`src/rtl/pdm_mic_frontend.sv`:
```
// ---------------------------------------------------------------------------
// pdm_mic_frontend
//
// Front end for the on-board PDM microphone. Generates the microphone clock,
// synchronises the 1-bit PDM stream, samples it once per microphone clock
// period and decimates it by counting ones over a window of 2^WIN_LOG2
// samples. Each completed window yields a PCM level, its distance from
// mid-scale (amplitude) and a loudness flag, qualified by a one-cycle strobe.
//
// Parameters:
//   CLK_DIV   clk_i cycles per m_clk_o period (even, >= 4)
//   WIN_LOG2  log2 of samples per window
//   THRESH    amplitude at or above which loud_o asserts
//
// Ports:
//   clk_i      in   system clock
//   rst_ni     in   asynchronous reset, active low
//   en_i       in   run enable; low stops m_clk_o and discards window progress
//   m_data_i   in   raw PDM data (asynchronous to clk_i)
//   m_clk_o    out  microphone clock, registered, 50% duty
//   m_lrsel_o  out  channel select, tied low
//   pcm_o      out  ones count of the last completed window (0..2^WIN_LOG2)
//   amp_o      out  |pcm_o - 2^(WIN_LOG2-1)|
//   loud_o     out  amp_o >= THRESH
//   valid_o    out  one-cycle strobe marking a new pcm_o/amp_o/loud_o
//   peak_o     out  decaying peak of amp_o (only with PDM_PEAK_HOLD_EN)
//
// Build option:
//   PDM_PEAK_HOLD_EN  adds peak_o: on each window, takes the new amplitude if
//                     larger, otherwise decays by one toward zero.
// ---------------------------------------------------------------------------
module pdm_mic_frontend #(
    parameter int unsigned         CLK_DIV  = 50,
    parameter int unsigned         WIN_LOG2 = 8,
    parameter logic [WIN_LOG2-1:0] THRESH   = WIN_LOG2'(64)
) (
    input  logic                clk_i,
    input  logic                rst_ni,
    input  logic                en_i,
    input  logic                m_data_i,
    output logic                m_clk_o,
    output logic                m_lrsel_o,
    output logic [WIN_LOG2:0]   pcm_o,
    output logic [WIN_LOG2-1:0] amp_o,
    output logic                loud_o,
    output logic                valid_o
`ifdef PDM_PEAK_HOLD_EN
    ,
    output logic [WIN_LOG2-1:0] peak_o
`endif
);

    localparam int unsigned DIV_W = (CLK_DIV > 1) ? $clog2(CLK_DIV) : 1;
    localparam logic [DIV_W-1:0]    DIV_LAST  = DIV_W'(CLK_DIV - 1);
    localparam logic [DIV_W-1:0]    DIV_HALF  = DIV_W'(CLK_DIV / 2);
    localparam logic [WIN_LOG2-1:0] SAMP_LAST = '1;
    // Mid-scale 2^(WIN_LOG2-1), in window-count width and in pcm width.
    localparam logic [WIN_LOG2-1:0] MID_W     = {1'b1, {(WIN_LOG2-1){1'b0}}};
    localparam logic [WIN_LOG2:0]   MID_P     = {1'b0, MID_W};

    logic [DIV_W-1:0]    div_cnt_q,  div_cnt_d;
    logic                m_clk_q,    m_clk_d;
    logic                sync1_q,    sync2_q;
    logic [WIN_LOG2-1:0] samp_cnt_q, samp_cnt_d;
    logic [WIN_LOG2:0]   ones_q,     ones_d;
    logic [WIN_LOG2:0]   pcm_q,      pcm_d;
    logic [WIN_LOG2-1:0] amp_q,      amp_d;
    logic                loud_q,     loud_d;
    logic                valid_q,    valid_d;

    logic                strobe;
    logic                win_close;
    logic [WIN_LOG2:0]   ones_inc;

    // Strobe sits in the last cycle of the high phase, just before the
    // falling edge; gating with en_i makes en_i win over a coincident close.
    always_comb begin
        strobe    = en_i && (div_cnt_q == DIV_LAST);
        win_close = strobe && (samp_cnt_q == SAMP_LAST);
        ones_inc  = ones_q + {{WIN_LOG2{1'b0}}, sync2_q};
    end

    always_comb begin
        div_cnt_d  = div_cnt_q;
        m_clk_d    = 1'b0;
        samp_cnt_d = samp_cnt_q;
        ones_d     = ones_q;
        pcm_d      = pcm_q;
        amp_d      = amp_q;
        loud_d     = loud_q;
        valid_d    = 1'b0;

        if (!en_i) begin
            div_cnt_d  = '0;
            samp_cnt_d = '0;
            ones_d     = '0;
        end else begin
            if (div_cnt_q == DIV_LAST) begin
                div_cnt_d = '0;
            end else begin
                div_cnt_d = div_cnt_q + DIV_W'(1);
            end

            if (strobe) begin
                samp_cnt_d = samp_cnt_q + WIN_LOG2'(1);
                ones_d     = ones_inc;
            end

            if (win_close) begin
                ones_d  = '0;
                pcm_d   = ones_inc;
                valid_d = 1'b1;
                // The amplitude never exceeds 2^(WIN_LOG2-1), so the
                // difference is exact when taken modulo 2^WIN_LOG2; the
                // full-width compare picks the larger operand.
                if (ones_inc >= MID_P) begin
                    amp_d = ones_inc[WIN_LOG2-1:0] - MID_W;
                end else begin
                    amp_d = MID_W - ones_inc[WIN_LOG2-1:0];
                end
                loud_d = (amp_d >= THRESH);
            end
        end

        // Decoded from the next count so m_clk_q lines up with div_cnt_q;
        // div_cnt_d is zero while disabled, which holds the clock low.
        m_clk_d = (div_cnt_d >= DIV_HALF);
    end

    always_ff @(posedge clk_i or negedge rst_ni) begin
        if (!rst_ni) begin
            div_cnt_q  <= '0;
            m_clk_q    <= 1'b0;
            sync1_q    <= 1'b0;
            sync2_q    <= 1'b0;
            samp_cnt_q <= '0;
            ones_q     <= '0;
            pcm_q      <= '0;
            amp_q      <= '0;
            loud_q     <= 1'b0;
            valid_q    <= 1'b0;
        end else begin
            div_cnt_q  <= div_cnt_d;
            m_clk_q    <= m_clk_d;
            sync1_q    <= m_data_i;
            sync2_q    <= sync1_q;
            samp_cnt_q <= samp_cnt_d;
            ones_q     <= ones_d;
            pcm_q      <= pcm_d;
            amp_q      <= amp_d;
            loud_q     <= loud_d;
            valid_q    <= valid_d;
        end
    end

`ifdef PDM_PEAK_HOLD_EN
    logic [WIN_LOG2-1:0] peak_q, peak_d;

    always_comb begin
        peak_d = peak_q;
        if (win_close) begin
            if (amp_d > peak_q) begin
                peak_d = amp_d;
            end else if (peak_q != '0) begin
                peak_d = peak_q - WIN_LOG2'(1);
            end
        end
    end

    always_ff @(posedge clk_i or negedge rst_ni) begin
        if (!rst_ni) begin
            peak_q <= '0;
        end else begin
            peak_q <= peak_d;
        end
    end

    assign peak_o = peak_q;
`endif

    assign m_clk_o   = m_clk_q;
    assign m_lrsel_o = 1'b0;
    assign pcm_o     = pcm_q;
    assign amp_o     = amp_q;
    assign loud_o    = loud_q;
    assign valid_o   = valid_q;

endmodule
```
`config.mk`:
```
export PLATFORM = sky130hd
export DESIGN_NAME = pdm_mic_frontend
export DESIGN_NICKNAME = d
export VERILOG_FILES = /design/src/rtl/pdm_mic_frontend.sv
export SDC_FILE = /design/constraint.sdc
export NUM_CORES = 1
export LEC_CHECK = 0
export CAP_MARGIN = 15
export CORE_ASPECT_RATIO = 0.8
export CORE_UTILIZATION = 43
export CTS_BUF_LIST = sky130_fd_sc_hd__clkbuf_8
export CTS_CLUSTER_DIAMETER = 200
export CTS_CLUSTER_SIZE = 16
export DETAILED_ROUTE_END_ITERATION = 12
export DONT_BUFFER_PORTS = 1
export PLACE_DENSITY = 0.64
export SETUP_SLACK_MARGIN = 0.5
export SLEW_MARGIN = 20
export SYNTH_ARGS = -nofsm -noshare
export SYNTH_HDL_FRONTEND = slang
export SYNTH_SLANG_ARGS = --single-unit
```
`constraint.sdc`:
```
create_clock -name clk_i -period 3 [get_ports clk_i]
set_input_delay 0.75 -clock clk_i [delete_from_list [all_inputs] [get_ports clk_i]]
set_output_delay 0.75 -clock clk_i [all_outputs]
set_load 0.05 [all_outputs]
```
==> results.py, run 1 <==
metrics = {
    "clock_tree": {
        "cts-buffers-inserted": 5,
        "clk_latency_ns": 0.30,
        "htreeDepth": 2,
        "post_cts_buffers": 0,
        "clk_pin_slew_ns": 0.09,
        "cts_tree": "yes",
        "clock-sinks": 44,
        "root_buffer": "clkbuf_8",
        "clock_path_buffers": 2,
    },
    "placed_design": {
        "dp_hpwl_mm": 3.16,
        "portBuffers": 0,
        "gp_congestion": 0.812,
    },
    "synth": {
        "synth-edff-count": 0,
        "ys_types": 47,
        "synth-seq-cells": 44,
        "synth_nets": 245,
        "synthArstFlopShare": 1.00,
        "yosys-top-cells-area": "dfrtp_1, xnor2_1, nand2_1",
        "yosysWarnings": 0,
        "synth_seq_area_share": 0.466,
        "yosys.area.top_type": "dfrtp_1",
        "synth_area_per_cell_sq_um": 10.0,
        "ys.flop_type": "dfrtp_1",
        "synth_top_area_frac": 0.466,
        "syn_area_sq_mm": 0.00236,
        "synthCells": 235,
    },
    "grt": {
        "grt_max_degree": 45,
        "grt_pass1_vias": 1546,
        "grt_first_pass_wirelength_mm": 7.78,
        "grt_util_all_layers": 0.180,
        "antenna_found_initial": 0,
        "grt_overflow": 0,
    },
    "sta": {
        "worst_slew_pin_slew_ns": 0.900,
        "setup_viol": 0,
        "hold_viol": 0,
        "timing.fmax_mhz": 439,
        "fin_setup_tns_ns": 0,
        "clock_skew_ns": 0.00923,
        "timing.final.crit_share": 0.759,
        "max-slew-margin-rel": 0.400,
        "whs_ns": 0.134,
        "rsz0062_at_grt": "false",
        "finalCriticalPeriod_ns": 2.28,
        "finalMaxSlewViolations": 0,
    },
    "worst_setup_path": {
        "critPathRequiredTime_ns": 3.18,
        "worstPathArrival_ns": 2.46,
        "r2r-start": "sync2_q",
        "worst_setup_path_start_kind": "flop",
        "r2r_end": "loud_o",
        "cp_max_fo": 4,
        "crit_type": "flop to flop",
        "critPathLaunch": "sync2_q",
        "reg2reg_depth": 9,
        "ff2ff_setup_slack_ns": 0.72,
        "cp-endpoint": "loud_o",
        "end_kind": "flop",
    },
    "power": {
        "power_density_mw_per_mm2": 457,
        "leakage_nw": 1.06,
        "peakVddDrop_mv": 0.197,
    },
    "detailed_routing": {
        "firstDrtPassIters": 4,
        "vias": 1603,
        "routedWlPerCell_microns": 15.6,
        "via_per_inst": 5.51,
        "drt-total-wl_mm": 4.53,
        "drt_iter0_drc": 56,
        "remaining_drc_errors": 0,
        "ant_nets": 0,
    },
    "cells_and_area": {
        "fill_cells": 479,
        "drive_above_1_share": 0.100,
        "diodes": 0,
        "mostFrequentLayoutCell": "dfrtp_1",
        "syn_to_final_growth_pct": 4.82,
        "fin_nets": 238,
        "layout_common_cells": "dfrtp_1, nand2_1, nor2_1, xnor2_1, o21ai_0",
    },
    "floorplanning": {
        "die_width_microns": 84.8,
        "dieArea_sq_mm": 0.00579,
        "die_h_microns": 68.3,
        "num_rows": 23,
        "ioPinCount": 25,
        "core-area_sq_mm": 0.00515,
        "start_util": 0.458,
    },
    "run": {
        "maxCapViolCount": 0,
    },
    "worst_hold_path": {
        "hold_path_class": "input port to async pin",
    },
    "outcome": {
        "status": "completed",
    },
}
==> per-layer routing <==
layer | vias to the layer above | global-route usage | wire length [microns]
li1 | 790 | - | -
met1 | 775 | 0.265 | 2370
met2 | 32 | 0.244 | 1860
met3 | 6 | 0.0495 | 224
met4 | 0 | 0.0763 | 74
met5 | - | 0 | 0
==> cell usage after synthesis (4+ instances only) <==
cell type	number
dfrtp_1	44
nand2_1	34
ha_1	6
xor2_1	6
o21ai_0	13
buf_4	6
o31ai_1	4
buf_2	4
nand4_1	5
nor2_1	19
and3_1	4
nand3_1	9
xnor2_1	16
and2_1	10
buf_6	4
a21oi_1	4
==> through the flow <==
step           setup WS, ns  instance area, sq um  total power, mW  utilization  cells
5_1_grt               0.540                  2470             1.18        0.480    291
4_1_cts               0.663                  2460             1.15        0.478    291
6_report              0.722                  2470             1.13        0.480    291
3_3_place_gp          0.671                  2340            0.642        0.453    283
3_5_place_dp          0.665                  2340            0.642        0.453    283
2_1_floorplan         0.966                  2360            0.639            -    235
==> worst min-delay path by stage <==
stage | startpoint | end | slack, ns | depth (start not counted)
finish | rst_ni | samp_cnt_q[2] | 0.13 | 0
global route | rst_ni | samp_cnt_q[2] | 0.11 | 0
CTS | rst_ni | samp_cnt_q[2] | 0.12 | 0
detailed placement | sync1_q | sync2_q | 0.35 | 0
global placement | sync1_q | sync2_q | 0.35 | 0
floorplan | sync1_q | sync2_q | 0.33 | 0
==> state kept, by name, summed over array words and instances, names as in the netlist <==
name and flops:
sync1_q 1, m_clk_o 1, amp_o 7, pcm_o 9, ones_q 9, samp_cnt_q 8, sync2_q 1, valid_o 1
loud_o 1, div_cnt_q 6
==> where the power goes <==
part           internal (mW)  switching (mW)
sequential             0.597         0.00412
combinational         0.0111          0.0186
clock                  0.294           0.205
total                  0.902           0.228
==> what timing repair did <==
| item | 4_1_cts | 5_1_grt |
|---|---|---|
| gates resized for setup | 0 | 1 |
| hold endpoints to repair | 0 | 0 |
| hold buffers | 0 | 0 |
| endpoints found under the setup margin | 0 | 1 |
==> logic make-up (layout without fill, tap and decap cells) <==
group / count (synthesis) / count (layout) / synth area share
and+or+nand+nor: 101 / 101 / 0.230
DFF: 44 / 44 / 0.466
AOI/OAI and AO/OA: 38 / 38 / 0.117
xor gates and xnor gates: 22 / 22 / 0.0816
buffers and inverters: 19 / 13 / 0.0546
adders and majority gates: 6 / 6 / 0.0318
muxes: 4 / 4 / 0.0175
other: 1 / 1 / 0.00159
==> worst max-delay path: stages (launching register included) <==
cell	delay [ns]
dfrtp_1	0.38
ha_1	0.26
ha_4	0.30
inv_1	0.07
ha_1	0.22
nor4b_1	0.15
a41o_1	0.24
a21oi_1	0.16
mux2i_1	0.31
nand2_1	0.09
==> cell type report <==
class,instances,area [sq um],share of cell area
Multi-Input combinational cell,172,1140,0.462
Sequential cell,44,1100,0.445
Clock buffer,7,96.3,0.0389
Tap cell,62,77.6,0.0313
Clock inverter,1,30.0,0.0121
Timing Repair Buffer,2,15.0,0.00607
Inverter,3,11.3,0.00455
(Power assumes the default switching activity.)
==> run 2: changes to the inputs <==
--- a/config.mk
+++ b/config.mk
@@ -13,7 +13,7 @@
 export CTS_CLUSTER_SIZE = 16
 export DETAILED_ROUTE_END_ITERATION = 12
 export DONT_BUFFER_PORTS = 1
-export PLACE_DENSITY = 0.64
+export PLACE_DENSITY = 0.66
 export SETUP_SLACK_MARGIN = 0.5
 export SLEW_MARGIN = 20
 export SYNTH_ARGS = -nofsm -noshare
==> constraint.sdc (replaced) <==
create_clock -name clk_i -period 2 [get_ports clk_i]
set_input_delay 0.5 -clock clk_i [delete_from_list [all_inputs] [get_ports clk_i]]
set_output_delay 0.5 -clock clk_i [all_outputs]
set_load 0.05 [all_outputs]
==> run 2 against run 1 <==
  * The run now ends with negative hold slack, negative setup slack left
  * Maximum frequency increased by 11%
  * Via count increased by 23%
  * Clock skew decreased by 0.00080 ns
  * Die area unchanged
  * Sequential power increased by 51%
  * Global-route usage increased by 3.9 points
  * Worst hold slack got worse by 0.26 ns
  * Critical path depth unchanged
  * First-iteration DRC count increased by 54%
  * Power increased by 43%
  * Flip-flop and latch count unchanged
  * Clock-buffer cell count decreased by 1
  * Largest power group unchanged
==> results.py, run 2 (synthesis gave the netlist of run 1 again) <==
metrics = {
    "cells_and_area": {
        "multi_input_area_sq_mm": 0.00165,
        "fin_nets": 293,
        "mostFrequentLayoutCell": "dfrtp_1",
        "fin_area_sq_mm": 0.00348,
        "layout_common_cells": "dfrtp_1, buf_4, nand2_1, buf_6, nor2_1",
        "diodes": 0,
        "syn_to_final_growth_pct": 47.2,
        "seqCellArea_sq_mm": 0.00110,
        "drive_above_1_share": 0.507,
        "fill_cells": 320,
    },
    "worst_setup_path": {
        "worst_setup_path_start_kind": "flop",
        "ff2ff_setup_slack_ns": -0.06,
        "critPathRequiredTime_ns": 2.19,
        "cp_max_fo": 3,
        "worstPathArrival_ns": 2.25,
        "crit_type": "flop to flop",
        "end_kind": "flop",
    },
    "worst_hold_path": {
        "hold_path_class": "input port to async pin",
    },
    "sta": {
        "hold_viol": 44,
        "worst_slew_pin_slew_ns": 0.516,
        "setup_viol": 2,
        "clock_skew_ns": 0.00842,
        "rsz0062_at_grt": "true",
        "finalMaxSlewViolations": 0,
        "whs_ns": -0.121,
        "timing.final.crit_share": 1.03,
        "max-slew-margin-rel": 0.656,
        "finalCriticalPeriod_ns": 2.06,
        "timing.fmax_mhz": 486,
        "fin_ws_ns": -0.0580,
    },
    "floorplanning": {
        "num_rows": 23,
        "ioPinCount": 25,
        "core-area_sq_mm": 0.00515,
        "start_util": 0.458,
        "die_h_microns": 68.3,
        "die_width_microns": 84.8,
        "dieArea_sq_mm": 0.00579,
    },
    "placed_design": {
        "gp_congestion": 0.792,
        "portBuffers": 0,
        "place_ws_ns": -0.00803,
        "dpl-instance-area_sq_mm": 0.00258,
        "dp_hpwl_mm": 3.41,
    },
    "detailed_routing": {
        "vias": 1976,
        "via_per_inst": 5.71,
        "firstDrtPassIters": 6,
        "drt_iter0_drc": 86,
        "drt-total-wl_mm": 6.87,
        "routedWlPerCell_microns": 19.9,
        "ant_nets": 0,
        "remaining_drc_errors": 0,
    },
    "clock_tree": {
        "clk_pin_slew_ns": 0.09,
        "htreeDepth": 2,
        "clk_latency_ns": 0.30,
        "cts-buffers-inserted": 5,
        "root_buffer": "clkbuf_8",
        "clock_path_buffers": 2,
        "clock-sinks": 44,
        "cts_tree": "yes",
    },
    "outcome": {
        "status": "finished, violations left",
        "violations": "negative hold slack, negative setup slack",
    },
    "grt": {
        "grt_first_pass_wirelength_mm": 9.46,
        "grt_pass1_vias": 1841,
        "grt_util_all_layers": 0.219,
        "antenna_found_initial": 0,
        "grt_overflow": 0,
        "grt_max_degree": 45,
    },
    "power": {
        "leakage_nw": 1.52,
        "power_density_mw_per_mm2": 464,
        "peakVddDrop_mv": 0.429,
    },
    "run": {
        "maxCapViolCount": 0,
    },
}
## run 2: changes by cell type in the layout (fill, tap and decap cells not counted), moves of 5 or more
cell	before	now
buf_4	2	37
nand3_1	9	2
o21ai_0	13	0
nor2_1	19	12
o21ai_2	0	5
nor2_2	0	5
nand2_2	0	5
buf_6	0	13
xnor2_2	0	6
xnor2_1	16	9
nand2_1	34	25
ha_1	5	0
o21ai_1	3	11
## run 2: final cells by class
type,instances,area share
Timing Repair Buffer,56,0.154
Sequential cell,44,0.317
Multi-Input combinational cell,173,0.475
Tap cell,62,0.0223
Clock inverter,2,0.00396
Inverter,3,0.00396
Clock buffer,6,0.0238
## run 2: power breakdown
group,switching (mW),internal (mW),leakage (nW)
Clock,0.323,0.283,0.0516
Sequential,0.00870,0.896,0.605
Combinational,0.0511,0.0530,0.865
## run 2: timing repair
item | CTS | global route
endpoints found under the hold margin | 44 | 44
setup buffers | 24 | 11
gates resized for setup | 51 | 58
pin swaps | 31 | 28
gates cloned | 1 | 0
setup endpoints to repair | 32 | 33
## run 2: layer usage
| layer | vias to the layer above | wire length (microns) | track usage |
|---|---|---|---|
| met5 | - | 0 | 0 |
| met4 | 0 | 162 | 0.0975 |
| met3 | 16 | 289 | 0.0446 |
| met2 | 49 | 3250 | 0.324 |
| met1 | 1002 | 3170 | 0.311 |
| li1 | 909 | - | - |
## run 2: worst paths after layout
| path | startpoint | endpoint | cells past startpoint |
|---|---|---|---|
| max | ones_q[0] | amp_o[6] | 9 |
| min | rst_ni | samp_cnt_q[3] | 0 |
| max reg2reg | ones_q[0] | amp_o[6] | 9 |
| min reg2reg | sync1_q | sync2_q | 0 |
| max in group asynchronous | rst_ni | ones_q[1] | 0 |
| min in group clk_i | m_data_i | sync1_q | 0 |
## run 2: per-stage QoR
step                      setup TNS [ns]  utilization  hold WS, ns  power, mW  instances
after floorplan                        0            -        0.204      0.964        235
after global placement                 0        0.501        0.205      0.973        302
after detailed placement        -0.00902        0.501        0.205      0.973        302
after CTS                              0        0.608       -0.121       1.58        335
after global routing              -0.343        0.675       -0.135       1.67        346
final                             -0.102        0.675       -0.121       1.61        346
## run 2: worst max-delay path: stages, from the launching register on
cell	delay [ns]
dfrtp_1	0.43
ha_4	0.19
ha_4	0.27
inv_4	0.04
ha_4	0.16
nor4b_4	0.13
a41o_1	0.24
a21oi_2	0.16
mux2i_1	0.24
nand2_1	0.08
